===== src/rtl/imem_loader.sv =====
// rtl/imem_loader.sv - LEGv8 R/I/D/B/CB encoder writing consecutive words into instruction memory
// Optional: IMEM_LOADER_RANGE_CHECK_EN rejects immediates that do not fit their field.
`ifndef WORD
`define WORD 64
`endif
`ifndef INSTR_LEN
`define INSTR_LEN 32
`endif

module imem_loader #(
    parameter int SIZE = 16
) (
    input  logic                       clk,
    input  logic                       reset,
    input  logic                       clear,
    input  logic                       in_valid,
    output logic                       in_ready,
    input  logic [2:0]                 fmt,
    input  logic [10:0]                opcode,
    input  logic [4:0]                 rd,
    input  logic [4:0]                 rn,
    input  logic [4:0]                 rm,
    input  logic [5:0]                 shamt,
    input  logic [`WORD-1:0]           imm,
    output logic                       imem_we,
    output logic [`WORD-1:0]           imem_addr,
    output logic [`INSTR_LEN-1:0]      imem_wdata,
    output logic [$clog2(SIZE+1)-1:0]  count,
    output logic                       full,
    output logic                       err
);
    localparam int CW = $clog2(SIZE+1);

    localparam logic [1:0] IDLE  = 2'd0;
    localparam logic [1:0] ENC   = 2'd1;
    localparam logic [1:0] WRITE = 2'd2;
    localparam logic [1:0] FULL  = 2'd3;

    logic [1:0]            state;
    logic [2:0]            fmt_q;
    logic [10:0]           opcode_q;
    logic [4:0]            rd_q, rn_q, rm_q;
    logic [5:0]            shamt_q;
    logic [`WORD-1:0]      imm_q;
    logic [`INSTR_LEN-1:0] enc_word;
    logic                  fmt_bad;
    logic                  range_bad;
    logic [CW-1:0]         next_count;

    assign in_ready   = (state == IDLE);
    assign imem_we    = (state == WRITE);
    assign full       = (state == FULL);
    assign next_count = count + 1'b1;

    always_comb begin
        enc_word = '0;
        fmt_bad  = 1'b0;
        case (fmt_q)
            3'd0:    enc_word = {opcode_q, rm_q, shamt_q, rn_q, rd_q};
            3'd1:    enc_word = {opcode_q[10:1], imm_q[11:0], rn_q, rd_q};
            3'd2:    enc_word = {opcode_q, imm_q[8:0], 2'b00, rn_q, rd_q};
            3'd3:    enc_word = {opcode_q[10:5], imm_q[25:0]};
            3'd4:    enc_word = {opcode_q[10:3], imm_q[18:0], rd_q};
            default: fmt_bad  = 1'b1;
        endcase
    end

`ifdef IMEM_LOADER_RANGE_CHECK_EN
    // A signed field fits when every bit above its sign bit copies the sign bit.
    always_comb begin
        range_bad = 1'b0;
        case (fmt_q)
            3'd1:    range_bad = |imm_q[`WORD-1:12];
            3'd2:    range_bad = imm_q[`WORD-1:8]  != {(`WORD-8){imm_q[8]}};
            3'd3:    range_bad = imm_q[`WORD-1:25] != {(`WORD-25){imm_q[25]}};
            3'd4:    range_bad = imm_q[`WORD-1:18] != {(`WORD-18){imm_q[18]}};
            default: range_bad = 1'b0;
        endcase
    end
`else
    logic unused_imm;
    assign unused_imm = ^imm_q[`WORD-1:26];
    assign range_bad  = 1'b0;
`endif

    always_ff @(posedge clk or negedge reset) begin
        if (!reset) begin
            state      <= IDLE;
            fmt_q      <= '0;
            opcode_q   <= '0;
            rd_q       <= '0;
            rn_q       <= '0;
            rm_q       <= '0;
            shamt_q    <= '0;
            imm_q      <= '0;
            imem_addr  <= '0;
            imem_wdata <= '0;
            count      <= '0;
            err        <= 1'b0;
        end else if (clear) begin
            state     <= IDLE;
            imem_addr <= '0;
            count     <= '0;
            err       <= 1'b0;
        end else begin
            err <= 1'b0;
            case (state)
                IDLE: if (in_valid) begin
                    fmt_q    <= fmt;
                    opcode_q <= opcode;
                    rd_q     <= rd;
                    rn_q     <= rn;
                    rm_q     <= rm;
                    shamt_q  <= shamt;
                    imm_q    <= imm;
                    state    <= ENC;
                end
                ENC: if (fmt_bad || range_bad) begin
                    err   <= 1'b1;
                    state <= IDLE;
                end else begin
                    imem_wdata <= enc_word;
                    state      <= WRITE;
                end
                WRITE: begin
                    imem_addr <= imem_addr + `WORD'(4);
                    count     <= next_count;
                    state     <= (next_count == SIZE[CW-1:0]) ? FULL : IDLE;
                end
                default: state <= FULL;
            endcase
        end
    end
endmodule


===== config.mk =====
export PLATFORM = sky130hd
export DESIGN_NAME = imem_loader
export DESIGN_NICKNAME = d
export VERILOG_FILES = /design/src/rtl/imem_loader.sv
export SDC_FILE = /design/constraint.sdc
export NUM_CORES = 1
export LEC_CHECK = 0
export CORE_MARGIN = 2
export CORE_UTILIZATION = 50
export DETAILED_ROUTE_END_ITERATION = 16
export GPL_TIMING_DRIVEN = 0
export PLACE_DENSITY_LB_ADDON = 0.08
export SKIP_LAST_GASP = 1
export SYNTH_ARGS = -nofsm -noshare
export SYNTH_HDL_FRONTEND = slang
export SYNTH_SLANG_ARGS = --single-unit

===== constraint.sdc =====
create_clock -name clk -period 5.97 [get_ports clk]
set_input_delay 0.597 -clock clk [delete_from_list [all_inputs] [get_ports clk]]
set_output_delay 0.597 -clock clk [all_outputs]
set_load 0.02 [all_outputs]

==> results by group <==
Critical path
  – Crit path DAT: between 2000 and 2500 ps
  – Setup crit end kind: primary output
  – Worst r2r src: fmt_q[0]
  – CP Launch Type: flip-flop
  – Reg-to-reg critical path endpoint: imem_wdata[25]
  – Critical Path Source: state[0]
  – Crit Path Max Fanout: 10
  – Crit path to: imem_we
  – Worst reg-to-reg path cell count: 7
  – Flop-to-flop setup slack: ~3300 ps
  – Crit Path Class: flip-flop to primary output
  – Critical Path RT: ~5400 ps

Route
  – DRC violations left: 0
  – Vias per cell: between 5 and 6
  – DR pass1 iterations: 6
  – Routed Antenna Nets: 0
  – WL per Instance: approximately 19 µm
  – Post-Route WL: 20.8 mm
  – Via count: approximately 6400
  – Initial DRC count: roughly 470

Logic synthesis
  – YS warnings: 0
  – FF+latch count, synth: about 160
  – Mapped cell area: 7770 µm²
  – Post-synth EDFFs: 0
  – Predominant post-synthesis flop cell: dfrtp_1
  – Post-synthesis average cell area: between 10 and 15 µm²
  – Seq/Total Area, Yosys: a little over half
  – Netlist cell types: 48
  – Fraction of registers with async set/reset: 100%
  – Post-synthesis cell count: slightly above 700

Status
  – Status: finished, final reports clean

Clock network
  – PostCTS Resize Cnt: 0
  – Num CTS Buffers: 17
  – Deepest clock path buffer count: 2
  – # hold bufs at CTS: 0
  – Htree depth: 4
  – Clk Latency, worst-skew pair: 430 ps
  – CTS tree: yes
  – Post-CTS Setup Inserts: 0
  – Clock root buffer: clkbuf_16
  – CTS clock-pin slew for the worst setup and hold paths: roughly 60 ps
  – Num Clock Sinks: 163

Power
  – Pwr Density: 329 nW/µm²
  – Max VDD drop: around 220 µV
  – Clk network pwr share: 32.3%
  – Gate power share: roughly 25%
  – Net Sw Power: just under 1 mW
  – Sequential share of power: approximately 43%
  – P_leak: ~4 nW
  – Int Power: around 2.4 mW
  – Final Total Pwr: around 3.4 mW
  – Net Sw Frac: 29.2%

STA
  – Final Slew Violations: 0
  – RSZ-0062 raised after global routing: false
  – TNS Setup: 0 ps
  – Worst slew pin tran: about 1100 ps
  – Final Skew: 8.83 ps
  – Final Hold Fails: 0
  – Fin crit share: 51.0%
  – Final min period: 3040 ps
  – Finish-stage setup viols: 0
  – Max Clk Rate: between 0.3 and 0.4 GHz
  – Rel. slew slack: between 20% and 30%

Die
  – Die area: approximately 17000 µm²
  – Die Y: around 130 µm
  – Core area: ~15000 µm²
  – Die W: 129 µm
  – Starting Density: 51.1%
  – IO Count: 208
  – FP Rows: 45

Global routing
  – Global route total overflow: 0
  – Total GRT Usage: about a quarter
  – Vias in the first global route: around 6500
  – First-pass GRT wire length: about 33 mm
  – Pin count of the biggest net entering global routing: between 100 and 150
  – Initial antenna violation count: 0

Place
  – Placed Cells incl. Taps: 1079
  – IO Port Bufs: between 150 and 200
  – Post-Place Cell Area: 9700 µm²
  – DP Wirelength: around 15 mm
  – RD Place Congestion: 0.931

Cells and area
  – Number of fill cells: approximately 1200
  – Number of diodes: 0
  – Post-route cell area: between 10000 and 15000 µm²
  – Final Non-Filler Cells: about 1100
  – Layout Area Growth over Synthesis: 32.5%
  – Post-layout util: 67.7%
  – Layout cell share with drive strength beyond 1: 13.4%
  – Nets: just over 1000

Worst hold path
  – Hold WC Path Type: input pin to async pin

Flow run
  – Maxcap violations: 0
-- flip-flops by register name, indices dropped and copies added, names as in the netlist --
name and flops:
count 5, err 1, fmt_q 3, imem_addr 62, imem_wdata 32, imm_q 26
opcode_q 11, rd_q 5, rm_q 5, rn_q 5, shamt_q 6, state 2
-- cell families after synthesis --
| logic type | Yosys count | share of synthesized area, % |
|---|---|---|
| adder cells (fa/ha/maj) | 3 | 0.483 |
| other | 1 | 0.0483 |
| buffers and inverters | 55 | 2.96 |
| XOR/XNOR | 35 | 3.94 |
| AO/OA/AOI/OAI | 150 | 12.0 |
| AND/OR/NAND/NOR | 236 | 15.7 |
| flip-flops | 163 | 52.5 |
| multiplexers | 80 | 12.4 |
-- metal layers --
layer / vias up / wire (µm) / global-route usage (%) / share of wire, %
met5: - / 0 / 0 / 0
met4: 0 / 531 / 9.21 / 2.5
met3: 42 / 1340 / 7.15 / 6.4
met2: 215 / 10400 / 44.4 / 50
met1: 3128 / 8520 / 32.2 / 41
li1: 2974 / - / - / -
-- cells in the mapped netlist, drive strengths merged (3+ instances only) --
library cell | n | share of area [%]
nor4 | 6 | 0.76
or3 | 29 | 2.3
mux4 | 6 | 1.7
mux2i | 6 | 0.77
a2111oi | 3 | 0.90
nand3 | 22 | 1.5
dfrtp | 163 | 52
nor2 | 57 | 2.8
xnor2 | 20 | 2.3
nor2b | 5 | 0.40
o22a | 9 | 1.0
mux2 | 68 | 9.9
o21ai | 58 | 3.7
a31oi | 4 | 0.32
clkbuf | 32 | 1.5
and3 | 7 | 0.56
buf | 9 | 0.74
xor2 | 15 | 1.7
and4 | 4 | 0.45
and2 | 7 | 0.56
nor3 | 10 | 0.64
a22oi | 25 | 2.4
nand4 | 28 | 2.6
a21oi | 43 | 2.8
nand2 | 56 | 2.7
inv | 14 | 0.68
ha | 3 | 0.48
-- final cells by class --
type,count,area (µm²),area share (%)
plain buffers,41,178,1.73
repair buffers,167,1690,16.5
multi-input cells,506,3470,33.7
flip-flops and latches,163,4080,39.6
inverters,14,52.6,0.510
well taps,188,235,2.28
clock buffers,20,457,4.44
clock inverters,10,134,1.30
-- power by group through the flow --
stage	logic [mW]	clock network, mW	registers [mW]
after floorplan	0.355	0	1.54
after global placement	0.831	0	1.44
after detailed placement	0.849	0	1.45
after CTS	0.858	1.11	1.44
after global routing	0.924	1.17	1.46
final	0.855	1.10	1.44
-- cell usage in the layout, fill, tap and decap left out, drive strengths merged, types with 11 or more instances in the layout --
master         Yosys  final
clkdlybuf4s50      0    165
dfrtp            163    163
mux2              68     68
o21ai             58     58
nor2              57     57
nand2             56     56
clkbuf            32     52
a21oi             43     43
or3               29     29
nand4             28     28
a22oi             25     25
nand3             22     22
xnor2             20     20
xor2              15     15
inv               14     14
buf                9     11
-- metrics by stage --
stage	hold WS, ps	setup slack (ps)
floorplan	301	3690
global placement	466	-2240
detailed placement	471	3100
CTS	107	2900
global route	122	2750
finish	88.9	2930
-- worst min-delay path by stage --
| stage | slack (ps) | cells after the start | endpoint | start |
|---|---|---|---|---|
| after floorplan | 300 | 0 | count[0] | reset |
| after global placement | 470 | 2 | imem_wdata[16] | imem_wdata[16] |
| after detailed placement | 470 | 2 | imem_wdata[21] | imem_wdata[21] |
| after CTS | 110 | 1 | imem_wdata[14] | reset |
| after global routing | 120 | 1 | imem_wdata[14] | reset |
| final | 90 | 1 | imem_wdata[14] | reset |
-- worst max-delay path, cell delays in order, from the launching register on --
cell and delay, ps:
dfrtp_1 420, nand2b_1 230, buf_6 180, inv_1 60, clkbuf_1 390, clkdlybuf4s50_1 740
No activity file was read; power rests on OpenSTA's default activity.
